$ cat config.mk
export PLATFORM = sky130hd
export DESIGN_NAME = clk_timer_port
export DESIGN_NICKNAME = d
export VERILOG_FILES = /design/src/rtl/clk_timer_port.sv
export SDC_FILE = /design/constraint.sdc
export NUM_CORES = 1
export LEC_CHECK = 0
export ABC_AREA = 1
export CAP_MARGIN = 20
export CORE_UTILIZATION = 40
export CTS_BUF_LIST = sky130_fd_sc_hd__clkbuf_8
export CTS_CLUSTER_SIZE = 24
export DETAILED_ROUTE_END_ITERATION = 12
export MAX_ROUTING_LAYER = met4
export SYNTH_ARGS = -nofsm -noshare
export SYNTH_HDL_FRONTEND = slang
export SYNTH_SLANG_ARGS = --single-unit
export TNS_END_PERCENT = 100
$ cat constraint.sdc
create_clock -name i_clk -period 10.2 [get_ports i_clk]
set_clock_uncertainty 0.05 [all_clocks]
set_input_delay 3.06 -clock i_clk [delete_from_list [all_inputs] [get_ports i_clk]]
set_output_delay 3.06 -clock i_clk [all_outputs]
set_load 0.01 [all_outputs]
$ cat src/rtl/clk_timer_port.sv
// clk_timer_port: MMIO register block for the free-running cycle/ms counters.
// Provides tear-free 64-bit reads via LO-read snapshots of the HI word, the
// fixed clock frequency, and a one-shot/periodic ms alarm driving a level IRQ.
module clk_timer_port (
  input  logic        i_clk,
  input  logic        i_rst,
  input  logic [63:0] i_clk_count,
  input  logic [31:0] i_clk_freq,
  input  logic [63:0] i_ms_count,
  input  logic        i_req,
  input  logic        i_we,
  input  logic [3:0]  i_addr,
  input  logic [31:0] i_wdata,
  output logic        o_ack,
  output logic [31:0] o_rdata,
  output logic        o_irq
);

  localparam logic [3:0] A_CLK_LO   = 4'd0;
  localparam logic [3:0] A_CLK_HI   = 4'd1;
  localparam logic [3:0] A_FREQ     = 4'd2;
  localparam logic [3:0] A_MS_LO    = 4'd3;
  localparam logic [3:0] A_MS_HI    = 4'd4;
  localparam logic [3:0] A_ALARM_LO = 4'd5;
  localparam logic [3:0] A_ALARM_HI = 4'd6;
  localparam logic [3:0] A_CTRL     = 4'd7;
  localparam logic [3:0] A_PERIOD   = 4'd8;

  logic [31:0] clk_shadow, ms_shadow, period;
  logic [63:0] alarm, alarm_nxt;
  logic        en, periodic, pending;
  logic        en_nxt, periodic_nxt, pending_nxt;
  logic [31:0] period_nxt;
  logic        rd, wr, fire, reload;
  logic [31:0] rd_mux;

  assign rd     = i_req & ~i_we;
  assign wr     = i_req & i_we;
  // Unsigned 64-bit compare on the live ms count, every cycle.
  assign fire   = en & (i_ms_count >= alarm);
  // A zero PERIOD would re-fire forever at the same alarm, so it degrades to one-shot.
  assign reload = periodic & (period != 32'd0);
  assign o_irq  = pending;

  // Read data mux; reflects register state before the accepting edge.
  always_comb begin
    rd_mux = 32'd0;
    case (i_addr)
      A_CLK_LO:   rd_mux = i_clk_count[31:0];
      A_CLK_HI:   rd_mux = clk_shadow;
      A_FREQ:     rd_mux = i_clk_freq;
      A_MS_LO:    rd_mux = i_ms_count[31:0];
      A_MS_HI:    rd_mux = ms_shadow;
      A_ALARM_LO: rd_mux = alarm[31:0];
      A_ALARM_HI: rd_mux = alarm[63:32];
      A_CTRL:     rd_mux = {29'd0, pending, periodic, en};
      A_PERIOD:   rd_mux = period;
      default:    rd_mux = 32'd0;
    endcase
  end

  // Next-state for alarm/ctrl: fire effects first, then bus writes override.
  always_comb begin
    alarm_nxt    = alarm;
    en_nxt       = en;
    periodic_nxt = periodic;
    pending_nxt  = pending;
    period_nxt   = period;

    if (fire) begin
      if (reload) alarm_nxt = alarm + {32'd0, period};
      else        en_nxt    = 1'b0;
    end

    if (wr) begin
      case (i_addr)
        A_ALARM_LO: begin
          alarm_nxt[31:0] = i_wdata;
          en_nxt          = 1'b0;
        end
        A_ALARM_HI: begin
          alarm_nxt[63:32] = i_wdata;
          en_nxt           = 1'b0;
        end
        A_CTRL: begin
          en_nxt       = i_wdata[0];
          periodic_nxt = i_wdata[1];
          if (i_wdata[2]) pending_nxt = 1'b0;
        end
        A_PERIOD: period_nxt = i_wdata;
        default: ;
      endcase
    end

    // A fire on the same edge as a W1C leaves pending set.
    if (fire) pending_nxt = 1'b1;
  end

  // Registered bus response: one-cycle ack, read data only for reads.
  always_ff @(posedge i_clk or posedge i_rst) begin
    if (i_rst) begin
      o_ack   <= 1'b0;
      o_rdata <= 32'd0;
    end else begin
      o_ack   <= i_req;
      o_rdata <= rd ? rd_mux : 32'd0;
    end
  end

  // HI-word snapshots taken on the same edge as the LO read.
  always_ff @(posedge i_clk or posedge i_rst) begin
    if (i_rst) begin
      clk_shadow <= 32'd0;
      ms_shadow  <= 32'd0;
    end else if (rd) begin
      if (i_addr == A_CLK_LO) clk_shadow <= i_clk_count[63:32];
      if (i_addr == A_MS_LO)  ms_shadow  <= i_ms_count[63:32];
    end
  end

  // Alarm, period and control state.
  always_ff @(posedge i_clk or posedge i_rst) begin
    if (i_rst) begin
      alarm    <= 64'd0;
      period   <= 32'd0;
      en       <= 1'b0;
      periodic <= 1'b0;
      pending  <= 1'b0;
    end else begin
      alarm    <= alarm_nxt;
      period   <= period_nxt;
      en       <= en_nxt;
      periodic <= periodic_nxt;
      pending  <= pending_nxt;
    end
  end

endmodule

==> run summary, run 1 <==
row count -> 70
H-tree levels -> 4
DRC -> 0
Synth cell types -> 41
Crit path required time -> 10550 ps
R2R Setup Slk -> 6800 ps
worst slew pin tran -> 1070 ps
Hold Crit Start -> ms_shadow[6]
TritonCTS buffer count -> 17
root buffer cell -> clkbuf_8
Total Power -> 0.00350 W
endpoints failing hold -> 0
WP data arrival -> 6370 ps
first-pass GRT wire length -> 90800 um
Slew Limit Fails -> 0
Placer Congestion -> 0.977
CP endpoint kind -> flip-flop
PD cells -> 194 nW/um^2
RSZ-0062 raised after global routing -> false
setup bufs post-CTS -> 0
Worst-path clk slew -> 110 ps
Reg power frac -> 0.321
final instance area -> 18000 um^2
FFs w/ async S/R, synth -> 1.00
# hold bufs at CTS -> 0
largest net degree at the start of global routing -> 131
post-route ant nets -> 0
Congestion Overflow GR -> 0
Layout Nets -> 2666
Area Growth Syn to Fin -> 21.1%
cell leakage power -> 9.46 nW
worst skew pair latency -> 520 ps
initial antenna violation count -> 3
layout cells sized above 1 -> 0.0487
number of synthesized flops with an enable pin -> 0
top-area cell type share of the netlist area -> 0.330
max-cap viol count -> 0
total track usage -> 0.332
synthesized instance count -> 2175
placed insts -> 2818
Via density -> 5.42
Hold Path Sink -> ms_shadow[6]
CTS tree -> yes
Worst Slack Setup Final -> 4180 ps
critical path peak fanout -> 27
Post-synth top flop -> dfrtp_1
I/O Pins -> 234
drt wl/cell -> 21.4 um
Post-Syn Nets -> 2472
Min Clock Period, post-route -> 6020 ps
logic gate share of total power -> 0.518
Net Sw Power -> 0.00170 W
Reg2Reg Launch Point -> period[16]
Relative slew margins -> 0.286
final setup fails -> 0
post-synthesis sequential area ratio -> 0.330
Max IR drop VDD -> 0.0904 mV
Core ar. -> 36600 um^2
r2r endpoint -> alarm[56]
die width -> 195 um
initial core utilization -> 0.406
Reg2Reg Depth -> 11
switching share of power -> 0.485
initial drt markers -> 1275
Yosys reg bits -> 196
PortBufs -> 233
placed cell area -> 17600 um^2
Clock Sinks -> 196
Warnings, synthesis -> 0
final worst-path cycle share -> 0.590
HPWL Detailed -> 49400 um
Resized Gates After CTS -> 0
Clk pwr share -> 0.161
Fmax -> 166 MHz
Synth area leaders -> dfrtp_1, nand2_1, inv_1
Hold WC Path Type -> flip-flop to flip-flop
Worst setup SP type -> primary input
total negative setup slack -> 0 ps
post-synth top area cell -> dfrtp_1
fin cells -> 2851
via count -> 15500
vias in the first global route -> 14700
Max clock buf depth -> 2
hold path depth -> 2
synthesized area per cell -> 6.83 um^2
DR pass1 iterations -> 5
Die Y -> 195 um
outcome -> complete, no violations
pre-CTS setup slack -> 3720 ps
Post-Syn Area -> 14900 um^2
CP Class -> primary input to flip-flop
Routed WL -> 61100 um
DIE AREA -> 37900 um^2
P_int -> 0.00180 W
==> per-stage QoR <==
step	hold WS, ps	utilization
6_report	463	0.492
2_1_floorplan	428	-
3_5_place_dp	447	0.480
4_1_cts	466	0.491
5_1_grt	477	0.492
3_3_place_gp	436	0.480
==> synthesized netlist by cell type, drive strengths merged (3+ instances only) <==
master / n
a21o: 3
a21oi: 159
a221oi: 44
a31oi: 4
buf: 39
clkbuf: 35
dfrtp: 196
ha: 96
inv: 346
mux2: 53
nand2: 580
nand3: 162
nand4: 54
nor2: 229
nor3: 28
nor4: 3
o2111ai: 3
o211ai: 3
o21ai: 70
o21bai: 7
o22ai: 21
xnor2: 3
xor2: 22
==> worst max-delay path: stages <==
cell and delay, ps:
clkdlybuf4s50_1 520, nor2_1 100, nand3_1 480, clkinv_1 820, nand2_2 620, buf_4 380
mux2_2 380
==> cells in the final DEF (no fill, tap or decap), types with 4 or more instances in the layout <==
cell               n
a21oi_1          159
dfrtp_1          196
buf_4             16
o22ai_1           21
clkbuf_8          17
inv_6              4
xor2_1            22
nand4_1           54
a221oi_1          44
inv_1            345
o21ai_1           15
o21ai_0           55
mux2_2            53
nand2_1          575
nor2_1           224
nor2_2             4
clkdlybuf4s50_1  233
ha_1              96
nand3_1          162
o21bai_1           7
nor3_1            26
nand2_2            5
a31oi_1            4
==> power by group through the flow <==
stage               clock network, W  registers, W  logic [W]
floorplan                          0       0.00105    0.00120
global placement                   0       0.00112    0.00177
detailed placement                 0       0.00113    0.00178
CTS                         0.000575       0.00111    0.00179
global route                0.000599       0.00114    0.00202
finish                      0.000565       0.00112    0.00181
==> metal layers <==
| layer | track usage | wire [um] | share of wire |
|---|---|---|---|
| met1 | 0.457 | 27500 | 0.45 |
| met2 | 0.486 | 26300 | 0.43 |
| met3 | 0.0649 | 5440 | 0.089 |
| met4 | 0.112 | 1870 | 0.031 |
| met5 | - | 0 | 0 |
==> how the worst max path moves through the flow <==
| stage | start | to | slack [ps] | depth (start not counted) |
|---|---|---|---|---|
| 2_1_floorplan | i_rst | alarm[0] | 1750 | 1 |
| 3_3_place_gp | i_addr[1] | period[22] | 3820 | 7 |
| 3_5_place_dp | i_addr[0] | period[22] | 3720 | 7 |
| 4_1_cts | i_addr[0] | period[19] | 4290 | 7 |
| 5_1_grt | i_addr[1] | period[22] | 4090 | 7 |
| 6_report | i_addr[1] | period[18] | 4180 | 7 |
==> logic make-up after synthesis <==
family	Yosys count	share of synthesized area
AO/OA/AOI/OAI	318	0.124
XOR/XNOR	25	0.0147
adder cells (fa/ha/maj)	97	0.0822
buffers and inverters	422	0.111
flip-flops	196	0.330
multiplexers	53	0.0402
AND/OR/NAND/NOR	1064	0.298
==> cell type report <==
class	instances	area, um^2
repair buffers	249	2450
inverters	348	1310
clock buffers	17	234
flip-flops and latches	196	4900
fillers	3765	18600
well taps	468	586
diodes	2	5.00
clock inverters	14	178
multi-input cells	1557	8330
==> flip-flops by register name (all words and copies together), names as in the netlist <==
register and flops:
ms_shadow 32, period 32, periodic 1, o_rdata 32
clk_shadow 32, o_irq 1, alarm 64, o_ack 1
en 1
Note: power is estimated with default switching activity, not from simulation.
==> inputs of run 2 (changes only) <==
==> constraint.sdc (replaced) <==
create_clock -name i_clk -period 4.9 [get_ports i_clk]
set_clock_uncertainty 0.05 [all_clocks]
set_input_delay 1.47 -clock i_clk [delete_from_list [all_inputs] [get_ports i_clk]]
set_output_delay 1.47 -clock i_clk [all_outputs]
set_load 0.01 [all_outputs]
==> run summary, run 2 (same netlist as run 1, synthesis figures left out) <==
Slew Limit Fails -> 0
TritonCTS buffer count -> 17
switching share of power -> 0.483
Crit path required time -> 5290 ps
initial antenna violation count -> 0
Clk pwr share -> 0.159
worst slew pin tran -> 1100 ps
Reg2Reg Depth -> 11
commonest non-fill, non-tap cell in the layout -> nand2_1
drt wl/cell -> 21.7 um
H-tree levels -> 4
initial drt markers -> 1630
DRC -> 0
RSZ-0062 raised after global routing -> false
DR WL met2 -> 27300 um
Worst setup SP type -> primary input
max FFs per register -> 64
largest reg by FF count -> alarm
root buffer cell -> clkbuf_8
total track usage -> 0.339
worst skew pair latency -> 520 ps
Reg power frac -> 0.322
critical path peak fanout -> 30
Net Sw Power -> 0.00354 W
DIE AREA -> 37900 um^2
hold path depth -> 2
number of diodes -> 0
placed insts -> 2831
fin cells -> 2863
final setup fails -> 0
Die Y -> 195 um
Max clock buf depth -> 2
row count -> 70
Met1 Wirelength -> 29200 um
largest net degree at the start of global routing -> 63
Hold WC Path Type -> flip-flop to flip-flop
commonest non-fill, non-tap cells in the layout -> nand2_1, inv_1, clkdlybuf4s50_1
Min Clock Period, post-route -> 3960 ps
initial core utilization -> 0.406
outcome -> complete, no violations
I/O Pins -> 234
Congestion Overflow GR -> 0
CTS tree -> yes
Routed WL -> 62200 um
Via density -> 5.47
Worst-path clk slew -> 100 ps
logic gate share of total power -> 0.519
Resized Gates After CTS -> 0
final worst-path cycle share -> 0.808
PortBufs -> 233
WP data arrival -> 4350 ps
via count -> 15700
CP endpoint kind -> flip-flop
HPWL Detailed -> 50600 um
total negative setup slack -> 0 ps
P_int -> 0.00378 W
max-cap viol count -> 0
Relative slew margins -> 0.266
# hold bufs at CTS -> 0
DR pass1 iterations -> 5
met3 wire length -> 4570 um
CP Class -> primary input to flip-flop
Fmax -> 252 MHz
Core ar. -> 36600 um^2
first-pass GRT wire length -> 93000 um
Placer Congestion -> 0.999
top layer in use -> met4
endpoints failing hold -> 0
layout cells sized above 1 -> 0.0534
PD cells -> 403 nW/um^2
Layout Nets -> 2679
Clock Sinks -> 196
setup bufs post-CTS -> 0
post-route ant nets -> 0
Max IR drop VDD -> 0.192 mV
die width -> 195 um
cell leakage power -> 9.56 nW
vias in the first global route -> 14900
Area Growth Syn to Fin -> 22.2%
-- run 2: final cells by class --
| type | instances | area, um^2 |
|---|---|---|
| flip-flops and latches | 196 | 4900 |
| fillers | 3760 | 18500 |
| multi-input cells | 1557 | 8330 |
| well taps | 468 | 586 |
| repair buffers | 262 | 2630 |
| inverters | 348 | 1310 |
| clock inverters | 14 | 161 |
| clock buffers | 18 | 248 |
-- run 2: power groups by stage --
stage / clock network [W] / registers, W / logic, W
floorplan: 0 / 0.00219 / 0.00249
global placement: 0 / 0.00236 / 0.00371
detailed placement: 0 / 0.00237 / 0.00374
CTS: 0.00118 / 0.00233 / 0.00376
global route: 0.00124 / 0.00239 / 0.00421
finish: 0.00117 / 0.00235 / 0.00379
-- run 2: per-layer routing --
layer / GRT usage / vias to the layer above
met5: - / -
met4: 0.0770 / 0
met3: 0.0524 / 52
met2: 0.508 / 586
met1: 0.478 / 7542
li1: - / 7489
-- run 2: metrics by stage --
| stage | cell area [um^2] | setup slack [ps] | power [W] | util | hold WS [ps] |
|---|---|---|---|---|---|
| 3_3_place_gp | 17800 | 502 | 0.00607 | 0.485 | 437 |
| 6_report | 18200 | 939 | 0.00731 | 0.496 | 464 |
| 4_1_cts | 18200 | 972 | 0.00727 | 0.496 | 465 |
| 3_5_place_dp | 17800 | 428 | 0.00611 | 0.485 | 444 |
| 2_1_floorplan | 14900 | 848 | 0.00468 | - | 428 |
| 5_1_grt | 18200 | 741 | 0.00784 | 0.496 | 474 |
-- run 2: worst max-delay path, stage by stage --
cell and delay [ps]:
clkdlybuf4s50_1 490, ha_1 340, nand2_1 70, nor2_1 140, nand2_1 110, nor2_1 260
nand2_1 90, nand2_1 70, nor2_1 40, nand2_1 70, nand2_1 50, nand2_2 320
buf_4 400, nand3_1 110, nand2_1 100, nand2_1 50, a21oi_1 140
-- run 2: worst paths after layout --
kind                            slack (ps)      startpoint       endpoint
worst max-delay path                   940  i_ms_count[31]      alarm[52]
worst min-delay path                   460   ms_shadow[19]  ms_shadow[19]
worst max register to register        1720      period[16]      alarm[56]
worst min register to register         460   ms_shadow[19]  ms_shadow[19]
max in group asynchronous             2610           i_rst       alarm[5]
min in group asynchronous             1430           i_rst   ms_shadow[4]
==> inputs of run 3 (changes only) <==
==> constraint.sdc (replaced) <==
create_clock -name i_clk -period 3.65 [get_ports i_clk]
set_clock_uncertainty 0.05 [all_clocks]
set_input_delay 1.095 -clock i_clk [delete_from_list [all_inputs] [get_ports i_clk]]
set_output_delay 1.095 -clock i_clk [all_outputs]
set_load 0.01 [all_outputs]
==> run summary, run 3 (same netlist as run 1, synthesis figures left out) <==
Congestion Overflow GR -> 0
R2R Setup Slk -> 470 ps
setup bufs post-CTS -> 0
Resized Gates After CTS -> 0
worst skew pair latency -> 510 ps
final setup fails -> 0
drt wl/cell -> 21.1 um
Crit path buffers/inverters -> 3
commonest non-fill, non-tap cells in the layout -> nand2_1, inv_1, clkdlybuf4s50_1
Worst-path clk slew -> 120 ps
I/O Pins -> 234
Met1 Wirelength -> 27600 um
Final Util -> 0.501
layout cells sized above 1 -> 0.0578
worst slew pin tran -> 806 ps
via count -> 15800
outcome -> complete, no violations
Area Growth Syn to Fin -> 23.3%
die width -> 195 um
Net Sw Power -> 0.00483 W
Die Y -> 195 um
CP max stage cell -> clkdlybuf4s50_1
DR pass1 iterations -> 8
critical path peak fanout -> 32
endpoints failing hold -> 0
DR WL met2 -> 25700 um
logic gate share of total power -> 0.520
commonest non-fill, non-tap cell in the layout -> nand2_1
Reg power frac -> 0.317
Placer Congestion -> 1.01
DRC -> 0
Crit path required time -> 4010 ps
placed cell area -> 17900 um^2
final worst-path cycle share -> 0.885
Fmax -> 310 MHz
total negative setup slack -> 0 ps
# hold bufs at CTS -> 0
Core ar. -> 36600 um^2
Hold Crit Start -> ms_shadow[25]
RSZ-0062 raised after global routing -> false
Clk pwr share -> 0.162
largest net degree at the start of global routing -> 67
first-pass GRT wire length -> 90700 um
Reg2Reg Depth -> 11
HPWL Detailed -> 49300 um
Hold Path Sink -> ms_shadow[25]
switching share of power -> 0.489
CP Class -> primary input to flip-flop
Routed WL -> 60600 um
vias in the first global route -> 14800
Reg2Reg Launch Point -> period[16]
post-route ant nets -> 0
Max IR drop VDD -> 0.216 mV
r2r endpoint -> alarm[56]
final instance area -> 18300 um^2
Max clock buf depth -> 2
PortBufs -> 233
Via density -> 5.50
H-tree levels -> 4
top layer in use -> met4
critical path's most frequent cell -> nand2_1
family with the most delay on the worst path -> simple AND/OR/NAND/NOR gates
initial drt markers -> 1461
CP endpoint kind -> flip-flop
DIE AREA -> 37900 um^2
Worst setup SP type -> primary input
initial core utilization -> 0.406
row count -> 70
CP Cell Sequence -> clkdlybuf4s50_1, ha_1, nand2_1, nor2_1, nand4_1, nor3_1, nand2_1, nand2_2, nand2_1, buf_12, nand2_1, nand3_1, o21ai_1, inv_1
total track usage -> 0.329
Hold WC Path Type -> flip-flop to flip-flop
fin cells -> 2872
WP data arrival -> 3590 ps
max-cap viol count -> 0
Relative slew margins -> 0.459
Min Clock Period, post-route -> 3230 ps
CTS tree -> yes
initial antenna violation count -> 1
cell leakage power -> 9.63 nW
Clock Sinks -> 196
Slew Limit Fails -> 0
Largest stage delay, worst path -> 520 ps
max FFs per register -> 64
root buffer cell -> clkbuf_8
TritonCTS buffer count -> 17
largest reg by FF count -> alarm
met3 wire length -> 5360 um
PD cells -> 539 nW/um^2
P_int -> 0.00504 W
hold path depth -> 2
Layout Nets -> 2687
placed insts -> 2839
run 3: cell types whose count changed in the layout (fill, tap and decap cells not counted), sizes merged:
cell and delta:
buf +8, bufinv -1, clkbuf -1, clkinvlp -2, diode +1, inv +4
run 3: how the worst max path moves through the flow:
stage / startpoint / to / slack (ps) / cells after the start
5_1_grt: i_ms_count[55] / alarm[21] / 280 / 15
3_3_place_gp: i_ms_count[55] / alarm[41] / -90 / 14
4_1_cts: i_ms_count[55] / en / 460 / 13
2_1_floorplan: i_rst / alarm[0] / -30 / 1
6_report: i_ms_count[47] / alarm[19] / 420 / 14
3_5_place_dp: i_ms_count[55] / en / -80 / 13
run 3: final cells by class:
class	count	area, um^2
fillers	3759	18300
multi-input cells	1557	8330
flip-flops and latches	196	4900
repair buffers	270	2790
inverters	348	1310
well taps	468	586
clock buffers	17	234
clock inverters	15	185
diodes	1	2.50
run 3: tightest hold or removal path, stage by stage, from the launching register on:
cell and delay, ps:
dfrtp_1 370, inv_1 60, a21oi_1 50
run 3: metal layers:
metal | vias to the layer above | track usage
met3 | 90 | 0.0600
met5 | - | -
met1 | 7491 | 0.459
met2 | 715 | 0.477
met4 | 0 | 0.109
li1 | 7509 | -
run 3: stage by stage:
| step | total power (W) | hold slack [ps] | setup slack [ps] |
|---|---|---|---|
| floorplan | 0.00628 | 428 | -27.4 |
| global placement | 0.00814 | 437 | -87.3 |
| detailed placement | 0.00820 | 447 | -80.0 |
| CTS | 0.00980 | 469 | 456 |
| global route | 0.0106 | 479 | 275 |
| finish | 0.00988 | 466 | 420 |
run 3: power groups by stage:
stage | Sequential (W) | Combinational (W) | Clock [W]
6_report | 0.00313 | 0.00514 | 0.00160
5_1_grt | 0.00318 | 0.00569 | 0.00169
4_1_cts | 0.00311 | 0.00507 | 0.00162
3_5_place_dp | 0.00315 | 0.00505 | 0
3_3_place_gp | 0.00314 | 0.00500 | 0
2_1_floorplan | 0.00294 | 0.00335 | 0
